$ cat config.mk
export PLATFORM = sky130hd
export DESIGN_NAME = s2p_fifo
export DESIGN_NICKNAME = d
export VERILOG_FILES = /design/src/rtl/s2p_fifo.sv
export SDC_FILE = /design/constraint.sdc
export NUM_CORES = 1
export LEC_CHECK = 0
export ABC_AREA = 1
export CORE_MARGIN = 1
export CORE_UTILIZATION = 53
export DETAILED_ROUTE_END_ITERATION = 10
export PLACE_DENSITY = 0.86
export SYNTH_ARGS = -nofsm -noshare
export SYNTH_HDL_FRONTEND = slang
export SYNTH_SLANG_ARGS = --single-unit
$ cat constraint.sdc
create_clock -name clk -period 1.75 [get_ports clk]
set_input_delay 0.35 -clock clk [delete_from_list [all_inputs] [get_ports clk]]
set_output_delay 0.35 -clock clk [all_outputs]
set_load 0.1 [all_outputs]
$ cat src/rtl/s2p_fifo.sv
// Serial-to-parallel converter: assembles N-bit words LSB-first from a bit stream
// and queues completed words in a DEPTH-entry FIFO with valid/ready on both sides.
module s2p_fifo #(
  parameter int N     = 8,
  parameter int DEPTH = 2
) (
  input  logic                         clk,
  input  logic                         rst,
  input  logic                         s_valid,
  input  logic                         s_data,
  output logic                         s_ready,
  output logic                         p_valid,
  output logic [N-1:0]                 p_data,
  input  logic                         p_ready,
  output logic [$clog2(DEPTH+1)-1:0]   level
);

  localparam int CW = (N > 1) ? $clog2(N) : 1;
  localparam int PW = $clog2(DEPTH);
  localparam int LW = $clog2(DEPTH + 1);
  localparam logic [CW-1:0] CNT_MAX = CW'(N - 1);
  localparam logic [LW-1:0] DEPTH_L = LW'(DEPTH);

  logic [CW-1:0] cnt_q, cnt_d;
  logic [N-1:0]  shift_q, shift_d;
  logic [PW-1:0] wr_ptr_q, wr_ptr_d;
  logic [PW-1:0] rd_ptr_q, rd_ptr_d;
  logic [LW-1:0] level_q, level_d;
  logic [N-1:0]  mem_q [DEPTH];
  logic [N-1:0]  mem_d [DEPTH];

  logic beat;
  logic push;
  logic pop;

  // s_ready only blocks the final bit of a word, and only while the buffer is full.
  assign s_ready = (cnt_q != CNT_MAX) || (level_q < DEPTH_L);
  assign p_valid = (level_q != '0);
  assign p_data  = mem_q[rd_ptr_q];
  assign level   = level_q;

  assign beat = s_valid && s_ready;
  assign push = beat && (cnt_q == CNT_MAX);
  assign pop  = p_valid && p_ready;

  always_comb begin
    cnt_d    = cnt_q;
    shift_d  = shift_q;
    wr_ptr_d = wr_ptr_q;
    rd_ptr_d = rd_ptr_q;
    level_d  = level_q;
    for (int i = 0; i < DEPTH; i++) begin
      mem_d[i] = mem_q[i];
    end

    if (beat) begin
      cnt_d   = (cnt_q == CNT_MAX) ? '0 : cnt_q + 1'b1;
      shift_d = {s_data, shift_q[N-1:1]};
    end

    if (push) begin
      mem_d[wr_ptr_q] = {s_data, shift_q[N-1:1]};
      wr_ptr_d        = wr_ptr_q + 1'b1;
    end

    if (pop) begin
      rd_ptr_d = rd_ptr_q + 1'b1;
    end

    case ({push, pop})
      2'b10:   level_d = level_q + 1'b1;
      2'b01:   level_d = level_q - 1'b1;
      default: level_d = level_q;
    endcase
  end

  always_ff @(posedge clk or posedge rst) begin
    if (rst) begin
      cnt_q    <= '0;
      shift_q  <= '0;
      wr_ptr_q <= '0;
      rd_ptr_q <= '0;
      level_q  <= '0;
      for (int i = 0; i < DEPTH; i++) begin
        mem_q[i] <= '0;
      end
    end else begin
      cnt_q    <= cnt_d;
      shift_q  <= shift_d;
      wr_ptr_q <= wr_ptr_d;
      rd_ptr_q <= rd_ptr_d;
      level_q  <= level_d;
      for (int i = 0; i < DEPTH; i++) begin
        mem_q[i] <= mem_d[i];
      end
    end
  end

endmodule
==> flow_summary.ini <==
[setup_path]
timing.rr.start = level[1]$_DFFE_PP0P_
arrival_ns = 1.39
crit_start = cnt_q[0]$_DFFE_PP0N_
crit_fanout = 5
worstPathRequired_ns = 1.40
critical_path.endpoint_type = output pin
startpoint_type = flop
worstSetupPathType = reg2out

[route]
wl_per_cell_um = 13.8
num_vias = 1175
vias_per_cell = 5.18
ant_nets = 0
drtIter0Drc = 37
drt-total-wl_um = 3130
drtPass1Iterations = 4
drc = 0

[yosys]
synth_top_area_frac = 0.554
yosysMostFrequentCell = nand2_1
synth_fp_nets = 175
yosysWarnings = 0
synthFlopType = dfrtp_1
synth.area.top_cells = dfrtp_1 55%, nand2_1 30%, ha_1 2.8%, inv_1 1.9%, nor2_4 1.7%
synth_top_area_cell = dfrtp_1
synth_cells = 167
ys_types = 18
synth.cell_area_um2 = 1360
synth-edff-count = 0
ys_seq_area_frac = 0.554
synth-async-reset-ratio = 1.00
netlist_top_cells_count = 109 x nand2_1, 30 x dfrtp_1, 7 x inv_1
ys_ff_latch = 30
syn_avg_cell_area_um2 = 8.12

[sta]
fmax_ghz = 0.576
slew_headroom = 0.747
rsz0062_at_grt = yes
skew_ns = 0.00952
setup_viol = 0
post-route-min-period_ns = 1.74
tns_ns = 0
period_share = 0.992
worst_slew_pin_slew_ns = 0.380
slew_violations = 0
hold_viol = 0

[flow_run]
max_cap_viol_count = 0

[global_routing]
grt_pass1_vias = 1118
grt_pass1_wl_um = 4960
grt_max_degree = 31
antenna_found_initial = 0
groute.usage.overall = 0.261
gr-total-overflow = 0

[floorplan]
core_area_um2 = 2320
std_cell_rows = 17
dieArea_um2 = 2770
ios = 17
chipWidth_um = 52.6
start_util = 0.585
die_y_um = 52.6

[pwr]
powerDensity_nw_per_um2 = 2010
power_frac_clock = 0.117
seqPwrFrac = 0.313
combPwrFrac = 0.571
leakage_nw = 1.00
intPower_w = 0.00187
switching_share = 0.494
peakVddDrop_mv = 1.59
power_switching_w = 0.00183

[cells_and_area]
stdcell_area_um2 = 1840
drive_gt1_frac = 0.221
antennaDiodeCount = 0
n_fill_cell = 147
synthToLayoutAreaGrowth_pct = 35.7
instances_no_fill = 227
fin_nets = 206

[clock_network]
cts_buffers = 5
cts_num_sinks = 30
cts.path.max_buffers = 2
cts_tree = done
clock-root-buffer = clkbuf_4
clk_pin_slew_ns = 0.10
clk_latency_ns = 0.34
h-tree-depth = 2

[placed_design]
placed_cells = 214
dp_hpwl_um = 2090
place_congestion = 0.759
dpl-instance-area_um2 = 1720
port-buffer-count = 16

[worst_hold_path]
min_path_type = in2async

[outcome]
status = completed
[logic make-up after synthesis]
| logic type | Yosys count | share of synthesized area |
|---|---|---|
| and+or+nand+nor | 119 | 0.365 |
| adders and majority gates | 3 | 0.0277 |
| AOI/OAI and AO/OA | 2 | 0.00737 |
| buffers and inverters | 12 | 0.0397 |
| DFF | 30 | 0.554 |
| xor gates and xnor gates | 1 | 0.00646 |
[final timing paths]
| kind | to | cells after the start | slack [ns] |
|---|---|---|---|
| min reg2reg | mem_q[15]$_DFFE_PP0P_ | 2 | 0.49 |
| min in group clk | mem_q[15]$_DFFE_PP0P_ | 2 | 0.49 |
| min | level[0]$_DFFE_PP0P_ | 3 | 0.38 |
| max reg2reg | level[1]$_DFFE_PP0P_ | 9 | 0.16 |
| max | s_ready | 4 | 0.01 |
| max in group asynchronous | level[1]$_DFFE_PP0P_ | 3 | 1.07 |
[final cells by class]
cell class	instances	area, µm²	area share
multi-input cells	125	588	0.320
clock inverters	1	5.00	0.00272
inverters	10	43.8	0.0238
well taps	28	35.0	0.0190
repair buffers	26	355	0.193
flip-flops and latches	30	758	0.412
clock buffers	7	55.1	0.0299
[stage by stage]
stage,worst slack (ns),hold slack [ns],utilization,total power (W)
6_report,0.0136,0.380,0.794,0.00370
4_1_cts,0.00457,0.391,0.777,0.00363
3_3_place_gp,0.0753,0.463,0.742,0.00307
5_1_grt,-0.0225,0.456,0.794,0.00388
3_5_place_dp,0.0348,0.469,0.742,0.00316
2_1_floorplan,0.00129,0.441,-,0.00244
[cell usage in the layout, fill, tap and decap left out, types with 2 or more instances in the layout]
cell / n
nand2_1: 108
dfrtp_1: 28
buf_12: 12
buf_4: 10
inv_1: 6
clkbuf_4: 5
clkdlybuf4s50_1: 4
nor2_4: 2
nand4_1: 2
inv_2: 2
dfrtp_4: 2
[sequential cells by signal (all words and copies together) (netlist names)]
name / cells
wr_ptr_q: 1
level: 2
shift_q: 7
mem_q: 16
rd_ptr_q: 1
cnt_q: 3
[power by group through the flow]
stage | logic (W) | clock network [W] | registers (W)
finish | 0.00211 | 0.000431 | 0.00116
global route | 0.00222 | 0.000472 | 0.00118
CTS | 0.00205 | 0.000440 | 0.00114
detailed placement | 0.00201 | 0 | 0.00115
global placement | 0.00195 | 0 | 0.00113
floorplan | 0.00118 | 0 | 0.00126
[per-layer routing]
layer,GRT usage,wire [µm]
met1,0.322,1270
met3,0.0783,130
met2,0.445,1690
met5,0,0
met4,0.0658,40
[critical path, cell delays in order (launching register included)]
cell	delay [ns]
dfrtp_1	0.40
ha_2	0.20
ha_4	0.19
nand2_4	0.08
buf_12	0.17
[repair_timing]
| item | in CTS | in global routing |
|---|---|---|
| resized for setup | 3 | 2 |
| setup endpoints to repair | 1 | 9 |
| hold buffers | 0 | 0 |
| cloned | 0 | 0 |
| buffers inserted | 1 | 4 |
(Power assumes the default switching activity.)
